**src/rtl/lag_counter_pkg.sv**
```systemverilog
// Shared definitions for the display lag counter: widths, averaging depth,
// FSM state encoding and small arithmetic helpers.
package lag_counter_pkg;

  // Width of every lag result, in microseconds.
  localparam int unsigned LAG_WIDTH = 20;

  // Number of samples folded into one average, and the matching shift.
  localparam int unsigned AVG_SAMPLES = 16;
  localparam int unsigned AVG_SHIFT = 4;

  // Accumulator holds AVG_SAMPLES full-scale lag values without overflow.
  localparam int unsigned ACC_WIDTH = 24;
  localparam int unsigned AVG_CNT_WIDTH = 4;

  // Height in video lines of each white test field drawn by the pattern source.
  localparam int unsigned LAGLINE_SIZE = 64;

  // Largest representable lag; also the "no sample yet" value of lag_min.
  localparam logic [LAG_WIDTH-1:0] LAG_ALL_ONES = {LAG_WIDTH{1'b1}};

  typedef enum logic [1:0] {
    StIdle    = 2'd0,
    StMeasure = 2'd1,
    StResult  = 2'd2
  } lag_state_e;

  // Saturating increment: the lag counter sticks at full scale.
  function automatic logic [LAG_WIDTH-1:0] lag_sat_inc(input logic [LAG_WIDTH-1:0] v);
    return (v == LAG_ALL_ONES) ? v : v + LAG_WIDTH'(1);
  endfunction

  function automatic logic [LAG_WIDTH-1:0] lag_min_of(input logic [LAG_WIDTH-1:0] a,
                                                      input logic [LAG_WIDTH-1:0] b);
    return (b < a) ? b : a;
  endfunction

  function automatic logic [LAG_WIDTH-1:0] lag_max_of(input logic [LAG_WIDTH-1:0] a,
                                                      input logic [LAG_WIDTH-1:0] b);
    return (b > a) ? b : a;
  endfunction

endpackage

```
**src/rtl/lag_counter_debounce.sv**
```systemverilog
// Two-flop synchroniser followed by a counting debouncer for the
// asynchronous photodiode comparator output.
module sensor_debounce
  import lag_counter_pkg::*;
#(
  parameter int unsigned DEBOUNCE_CYCLES = 4
) (
  input  logic clock,
  input  logic reset,
  input  logic in,
  output logic out
);

  localparam int unsigned CntW = (DEBOUNCE_CYCLES > 1) ? $clog2(DEBOUNCE_CYCLES) : 1;
  localparam logic [CntW-1:0] CntLast = CntW'(DEBOUNCE_CYCLES - 1);

  logic            sync1_q;
  logic            sync2_q;
  logic [CntW-1:0] cnt_q;
  logic [CntW-1:0] cnt_d;
  logic            level_q;
  logic            level_d;

  // Bring the asynchronous input into the clock domain.
  always_ff @(posedge clock or posedge reset) begin
    if (reset) begin
      sync1_q <= 1'b0;
      sync2_q <= 1'b0;
    end else begin
      sync1_q <= in;
      sync2_q <= sync1_q;
    end
  end

  // Count consecutive samples that disagree with the current level; any
  // agreeing sample restarts the run.
  always_comb begin
    level_d = level_q;
    cnt_d   = '0;
    if (sync2_q != level_q) begin
      if (cnt_q == CntLast) begin
        level_d = sync2_q;
      end else begin
        cnt_d = cnt_q + CntW'(1);
      end
    end
  end

  // Debouncer state.
  always_ff @(posedge clock or posedge reset) begin
    if (reset) begin
      cnt_q   <= '0;
      level_q <= 1'b0;
    end else begin
      cnt_q   <= cnt_d;
      level_q <= level_d;
    end
  end

  assign out = level_q;

endmodule

```
**src/rtl/lag_counter.sv**
```systemverilog
// Display input-lag counter: measures microseconds from a trigger frame to the
// photodiode seeing the white test field, and keeps last/min/max/average.
module lag_counter
  import lag_counter_pkg::*;
#(
  parameter int unsigned CLKS_PER_US     = 27,
  parameter int unsigned DEBOUNCE_CYCLES = 4,
  parameter int unsigned TIMEOUT_US      = 500000
) (
  input  logic                     clock,
  input  logic                     reset,
  input  logic                     starttrigger,
  input  logic                     sensor,
  output logic                     busy,
  output logic                     lag_valid,
  output logic                     lag_timeout,
  output logic                     sensor_error,
  output logic [LAG_WIDTH-1:0]     lag_last,
  output logic [LAG_WIDTH-1:0]     lag_min,
  output logic [LAG_WIDTH-1:0]     lag_max,
  output logic [LAG_WIDTH-1:0]     lag_avg,
  output logic [AVG_CNT_WIDTH-1:0] avg_count
);

  localparam int unsigned PreW = (CLKS_PER_US > 1) ? $clog2(CLKS_PER_US) : 1;
  localparam logic [PreW-1:0] PreLast = PreW'(CLKS_PER_US - 1);
  localparam logic [LAG_WIDTH-1:0] TimeoutVal = LAG_WIDTH'(TIMEOUT_US);
  localparam logic [AVG_CNT_WIDTH-1:0] AvgLast = AVG_CNT_WIDTH'(AVG_SAMPLES - 1);

  logic sensor_db;

  lag_state_e               state_q, state_d;
  logic [PreW-1:0]          pre_q, pre_d;
  logic [LAG_WIDTH-1:0]     cnt_q, cnt_d;
  logic [LAG_WIDTH-1:0]     last_q, last_d;
  logic [LAG_WIDTH-1:0]     min_q, min_d;
  logic [LAG_WIDTH-1:0]     max_q, max_d;
  logic [LAG_WIDTH-1:0]     avg_q, avg_d;
  logic [ACC_WIDTH-1:0]     acc_q, acc_d;
  logic [ACC_WIDTH-1:0]     acc_sum;
  logic [AVG_CNT_WIDTH-1:0] avg_cnt_q, avg_cnt_d;
  logic                     valid_q, valid_d;
  logic                     timeout_q, timeout_d;
  logic                     error_q, error_d;

  sensor_debounce #(
    .DEBOUNCE_CYCLES(DEBOUNCE_CYCLES)
  ) u_sensor_debounce (
    .clock(clock),
    .reset(reset),
    .in   (sensor),
    .out  (sensor_db)
  );

  assign acc_sum = acc_q + ACC_WIDTH'(cnt_q);

  // Next-state and result logic; the debounce latency stays inside the lag.
  always_comb begin
    state_d   = state_q;
    pre_d     = pre_q;
    cnt_d     = cnt_q;
    last_d    = last_q;
    min_d     = min_q;
    max_d     = max_q;
    avg_d     = avg_q;
    acc_d     = acc_q;
    avg_cnt_d = avg_cnt_q;
    valid_d   = 1'b0;
    timeout_d = 1'b0;
    error_d   = 1'b0;

    unique case (state_q)
      StIdle: begin
        if (starttrigger) begin
          // A bright sensor at trigger time means the fixture is misplaced.
          if (sensor_db) begin
            error_d = 1'b1;
          end else begin
            state_d = StMeasure;
            pre_d   = '0;
            cnt_d   = '0;
          end
        end
      end

      StMeasure: begin
        // Timeout wins over a simultaneous sensor rise.
        if (cnt_q >= TimeoutVal) begin
          timeout_d = 1'b1;
          state_d   = StIdle;
        end else if (sensor_db) begin
          state_d = StResult;
        end else if (pre_q == PreLast) begin
          pre_d = '0;
          cnt_d = lag_sat_inc(cnt_q);
        end else begin
          pre_d = pre_q + PreW'(1);
        end
      end

      StResult: begin
        last_d  = cnt_q;
        min_d   = lag_min_of(min_q, cnt_q);
        max_d   = lag_max_of(max_q, cnt_q);
        valid_d = 1'b1;
        state_d = StIdle;
        if (avg_cnt_q == AvgLast) begin
          avg_d     = acc_sum[ACC_WIDTH-1:AVG_SHIFT];
          acc_d     = '0;
          avg_cnt_d = '0;
        end else begin
          acc_d     = acc_sum;
          avg_cnt_d = avg_cnt_q + AVG_CNT_WIDTH'(1);
        end
      end

      default: state_d = StIdle;
    endcase
  end

  // State, counters, statistics and registered pulse outputs.
  always_ff @(posedge clock or posedge reset) begin
    if (reset) begin
      state_q   <= StIdle;
      pre_q     <= '0;
      cnt_q     <= '0;
      last_q    <= '0;
      min_q     <= LAG_ALL_ONES;
      max_q     <= '0;
      avg_q     <= '0;
      acc_q     <= '0;
      avg_cnt_q <= '0;
      valid_q   <= 1'b0;
      timeout_q <= 1'b0;
      error_q   <= 1'b0;
    end else begin
      state_q   <= state_d;
      pre_q     <= pre_d;
      cnt_q     <= cnt_d;
      last_q    <= last_d;
      min_q     <= min_d;
      max_q     <= max_d;
      avg_q     <= avg_d;
      acc_q     <= acc_d;
      avg_cnt_q <= avg_cnt_d;
      valid_q   <= valid_d;
      timeout_q <= timeout_d;
      error_q   <= error_d;
    end
  end

  assign busy         = (state_q != StIdle);
  assign lag_valid    = valid_q;
  assign lag_timeout  = timeout_q;
  assign sensor_error = error_q;
  assign lag_last     = last_q;
  assign lag_min      = min_q;
  assign lag_max      = max_q;
  assign lag_avg      = avg_q;
  assign avg_count    = avg_cnt_q;

endmodule

```
**config.mk**
```make
export PLATFORM = sky130hd
export DESIGN_NAME = lag_counter
export DESIGN_NICKNAME = d
export VERILOG_FILES = /design/src/rtl/lag_counter_pkg.sv /design/src/rtl/lag_counter_debounce.sv /design/src/rtl/lag_counter.sv
export SDC_FILE = /design/constraint.sdc
export NUM_CORES = 1
export LEC_CHECK = 0
export ABC_AREA = 1
export BUFFER_PORTS_ARGS = -buffer_cell sky130_fd_sc_hd__buf_4
export CAP_MARGIN = 20
export CORE_MARGIN = 3
export CORE_UTILIZATION = 45
export DETAILED_ROUTE_END_ITERATION = 6
export PLACE_DENSITY = 0.64
export SYNTH_ARGS = -nofsm -noshare
export SYNTH_HDL_FRONTEND = slang
export SYNTH_SLANG_ARGS = --single-unit
```
**constraint.sdc**
```tcl
create_clock -name clock -period 5.4 [get_ports clock]
set_input_delay 0.81 -clock clock [delete_from_list [all_inputs] [get_ports clock]]
set_output_delay 0.81 -clock clock [all_outputs]
set_load 0.01 [all_outputs]
```
-- Yosys cells after proc, flatten, opt, wreduce, memory -nomap -nowiden
Index checks and enable logic that the tools add are counted.
- order comparisons: 3
- $add $sub $neg: 5
- equal/unequal tests: 14
- muxes and demuxes: 28
- reductions and logical operators: 10
- operators with widths (kind ; count):
    $mux W20 ; 6
    $pmux W20 S2 ; 1
    $mux W5 ; 5
    $add A24 B20 Y24 ; 1
    $mux W24 ; 1
    $add A20 B1 Y20 const B ; 1
    $eq A20 B20 Y1 const B ; 1
    $ge A20 B19 Y1 const B ; 1
    $gt A20 B20 Y1 ; 1
    $lt A20 B20 Y1 ; 1
    $mux W2 ; 6
    $ne A2 B2 Y1 const B ; 6
    $pmux W5 S2 ; 1
    $reduce_and A2 Y1 ; 4
    $reduce_and A7 Y1 ; 1
    $mux W1 ; 6
    $add A5 B1 Y5 const B ; 1
    $eq A5 B5 Y1 const B ; 1
    $reduce_and A5 Y1 ; 1
    $add A4 B1 Y4 const B ; 1
    $eq A2 B2 Y1 const B ; 2
    $eq A4 B4 Y1 const B ; 1
    $mux W4 ; 1
    $pmux W2 S2 ; 1
    7 further kinds ; 8
- output and inout bits: 88
- logic and storage cells: 76
- bits of input ports: 4
- register bits after elaboration: 143

-- Longest topological paths before layout
- word-level depth: 6
- mapped depth: 14
- gate-level depth less buffers: 13

-- Modules after synthesis
From an unflattened synthesis, not the netlist that was laid out.
- cell total of the unflattened synthesis: 1195
- area, all modules: 8824.7 um^2
- modules (own cells, without submodules) (module ; times used ; sequential area each (um^2) ; area each (um^2) ; cells an instance):
    lag_counter ; 1 ; 3478.3 ; 8638.3 ; 1177
    sensor_debounce ; 1 ; 125.1 ; 186.4 ; 18

-- Worst setup path after synthesis
Ideal clock, no wire load.
- kind: reg2reg
- from: register cnt_q[1]
- to: register acc_q[16]
- data arrival time: 1.703 ns
- library setup time: 0.118 ns
- required time: 5.282 ns
- clock period less this slack: 1.821 ns
- stages on the path, launching flop included: 13
- slack: 3.579 ns
- path buffers: 0
- cells stage by stage: dfrtp_1 -> inv_1 -> fa_1 -> inv_1 -> nand3_1 -> nand3_1 -> nand2_1 -> nand2_1 -> nand2_1 -> nand2_1 -> nand2_1 -> nand3_1 -> nand2_1
- word-level cells in the longest chain between the ends: 2
- ends and longest elaborated chain (item ; RTL line ; RTL):
    from (decl) ; lag_counter.sv:34 ; logic [LAG_WIDTH-1:0] cnt_q, cnt_d;
    from (signal assigned) ; lag_counter.sv:139 ; cnt_q <= cnt_d;
    $add A24 B20 Y24 ; lag_counter.sv:55 ; assign acc_sum = acc_q + ACC_WIDTH'(cnt_q);
    $mux W24 ; lag_counter.sv:107 ; if (avg_cnt_q == AvgLast) begin
    to (signal assigned) ; lag_counter.sv:131 ; acc_q <= '0;
    to (signal assigned) ; lag_counter.sv:144 ; acc_q <= acc_d;
    to (decl) ; lag_counter.sv:39 ; logic [ACC_WIDTH-1:0] acc_q, acc_d;
No other way between the ends.
A chain may end at the register's enable or synchronous reset.

-- Final worst setup path
- from: register cnt_q[10]
- to: register max_q[15] (netlist: lag_max[15])
- word-level cells in the longest chain between the ends: 2
- ends and longest elaborated chain (item ; RTL line ; RTL):
    $gt A20 B20 Y1 ; lag_counter_pkg.sv:40 ; return (b > a) ? b : a;
    $reduce_and A2 Y1 (no source line) ; n/a ;
    to (signal assigned) ; lag_counter.sv:142 ; max_q <= max_d;
    to (decl) ; lag_counter.sv:37 ; logic [LAG_WIDTH-1:0] max_q, max_d;
No other way between the ends.

==> results.py <==
metrics = {
    "status": {
        "status": "finished clean",
    },
    "sta": {
        "maxSlewViolCount": 0,
        "finalSetupViolations": 0,
        "fin_tns_setup_ps": 0,
        "rsz0062_at_grt": "false",
        "tightest_slew_ps": 981,
        "min_period_ps": 2920,
        "period_share_pct": 54.1,
        "finClkSkew_ps": 12.7,
        "finalHoldViolCount": 0,
        "fmax_mhz": 342,
        "slew_headroom_pct": 34.6,
    },
    "cts": {
        "insertion_delay_ps": 430,
        "ctsResizeCount": 0,
        "cts_tree": "done",
        "cts_buffers": 17,
        "htreeDepth": 4,
        "cts_hold_buffers": 0,
        "post_cts_buffers": 0,
        "cts_sinks": 143,
        "root_buffer": "clkbuf_16",
        "clk_pin_slew_ps": 70,
        "cts_buffer_depth": 2,
    },
    "die": {
        "ios": 92,
        "initial_core_util_pct": 46.1,
        "rows": 50,
        "dieHeight_um": 145,
        "die_width_um": 145,
        "core_area_um2": 18900,
        "die-area_um2": 21100,
    },
    "pwr": {
        "cellLeakagePower_nw": 5.35,
        "ir_drop_mv": 0.224,
        "powerDensity_nw_per_um2": 315,
    },
    "logic_synthesis": {
        "synth_cells": 1180,
        "ys_types": 37,
        "synthesis.nets": 1250,
        "ys_warn_count": 0,
        "ys_seq_elements": 143,
        "syn_area_per_cell_um2": 7.38,
        "synthesis.area_um2": 8710,
        "yosysSeqAreaShare_pct": 41.4,
    },
    "global_route": {
        "grt_pass1_vias": 7437,
        "antenna_found_initial": 0,
        "grt_pass1_wl_um": 38300,
        "grt_max_degree": 108,
        "gr-usage-all-layers_pct": 22.1,
        "overflow": 0,
    },
    "finish": {
        "final_common_cell": "nand2_1",
        "fill_cells": 1866,
        "layoutNonFillerInstCount": 1534,
        "antenna_cells": 0,
        "layout-drive-gt1-share_pct": 14.6,
        "nets": 1331,
        "area_growth_syn_to_layout_pct": 17.1,
        "mostFrequentLayoutCells": "nand2_1 (427), inv_1 (147), dfrtp_1 (123)",
    },
    "setup_path": {
        "critPathMaxFanout": 21,
        "crit_required_ps": 5710,
        "crit_path_end_kind": "flop",
        "crit_path_start": "cnt_q[10]",
        "crit_arrival_ps": 3230,
        "critPathLaunchType": "flop",
        "worstSetupPathType": "flop to flop",
        "reg2reg_from": "cnt_q[10]",
    },
    "drt": {
        "drc_errors": 0,
        "drtIter0Drc": 584,
        "via_per_inst": 5.04,
        "post_drt_wl_per_cell_um": 14.9,
        "antenna_left": 0,
        "drtPass1Iterations": 5,
        "vias": 7727,
        "routed_wl_um": 22900,
    },
    "placed_design": {
        "io_buffers": 91,
        "gp_congestion": 0.919,
        "placedCellCount": 1502,
        "dp.final_hpwl_um": 17000,
    },
    "hold_path": {
        "hp-class": "flop to flop",
        "min-delay-start": "u_sensor_debounce.sync1_q",
    },
    "flow_run": {
        "cap_violations": 0,
    },
}
==> cell type report <==
class	count	area, um^2	area share [%]
Multi-Input combinational cell	845	4340	42.5
Sequential cell	143	3600	35.3
Timing Repair Buffer	96	721	7.06
Inverter	158	598	5.86
Clock buffer	18	439	4.30
Tap cell	260	325	3.19
Clock inverter	14	181	1.78
==> registers in the layout, indices dropped and copies added (netlist names), 2 cells and up <==
signal                   cells
lag_avg                     20
lag_last                    20
cnt_q                       20
acc_q                       24
lag_max                     20
u_sensor_debounce.cnt_q      2
pre_q                        5
lag_min                     20
state_q                      2
avg_count                    4
==> cells in the mapped netlist, drive strengths merged <==
master	number	share of area [%]
nor4	1	0.072
buf	16	1.3
clkinv	1	0.043
clkbuf	18	0.79
nor3	10	0.57
a22o	3	0.30
xor2	14	1.4
o21ai	79	5.4
o22ai	1	0.072
nor2	80	3.5
and2	1	0.072
and3	1	0.072
a21oi	40	2.3
ha	65	9.3
or2	2	0.14
a211oi	1	0.14
xnor2	3	0.30
nand3b	8	0.69
inv	157	6.8
nand4	17	1.2
dfstp	20	6.0
o21a	2	0.17
nand2	429	19
fa	1	0.23
nand3	87	5.2
dfrtp	123	35
==> final timing paths <==
check                           cells after the start                   endpoint  slack, ps
worst max-delay path                               10                lag_max[15]       2480
worst min-delay path                                0  u_sensor_debounce.sync2_q        350
worst max register to register                     10                lag_max[15]       2480
worst min register to register                      0  u_sensor_debounce.sync2_q        350
max in group asynchronous                           3                lag_min[18]       3750
min in group asynchronous                           2               avg_count[1]        590
==> worst max-delay path: stages, from the launching register on <==
cell and delay, ps:
dfrtp_1 530, ha_1 350, nand2_1 60, nor2_1 140
nand4_1 110, nor2_1 150, nand2_1 70, nand3_1 510
nand2_1 630, nand2_1 190, nand2_1 60
==> metrics by stage <==
step | instance area (um^2) | utilization, % | power (W) | hold WS, ps | setup slack [ps]
after global routing | 10200 | 54.0 | 0.00341 | 367 | 2070
after global placement | 9580 | 50.7 | 0.00198 | 333 | 2530
after floorplan | 8710 | - | 0.00180 | 331 | 785
final | 10200 | 54.0 | 0.00322 | 352 | 2480
after CTS | 10200 | 54.0 | 0.00324 | 355 | 2440
after detailed placement | 9580 | 50.7 | 0.00199 | 339 | 2440
==> power by group <==
group          internal (W)  total (W)  leakage, nW  switching [W]
Sequential          0.00115    0.00125         1.90      0.0000980
Combinational      0.000215   0.000718         3.16       0.000503
Clock              0.000748    0.00125        0.295       0.000498
Total               0.00212    0.00322         5.35        0.00110
==> kinds of logic after synthesis <==
| group | synth area share (%) |
|---|---|
| AND/OR/NAND/NOR | 30.1 |
| AO/OA/AOI/OAI | 8.39 |
| adder cells (fa/ha/maj) | 9.56 |
| flip-flops | 41.4 |
| buffers and inverters | 8.87 |
| XOR/XNOR | 1.71 |
==> routing by layer <==
layer / part of all wire (%) / GRT usage, % / routed length, um
met1: 49 / 32.3 / 11300
met2: 44 / 33.8 / 10100
met3: 4.6 / 3.40 / 1050
met4: 2.1 / 7.03 / 471
met5: 0 / 0 / 0
No activity file was read; power rests on OpenSTA's default activity.
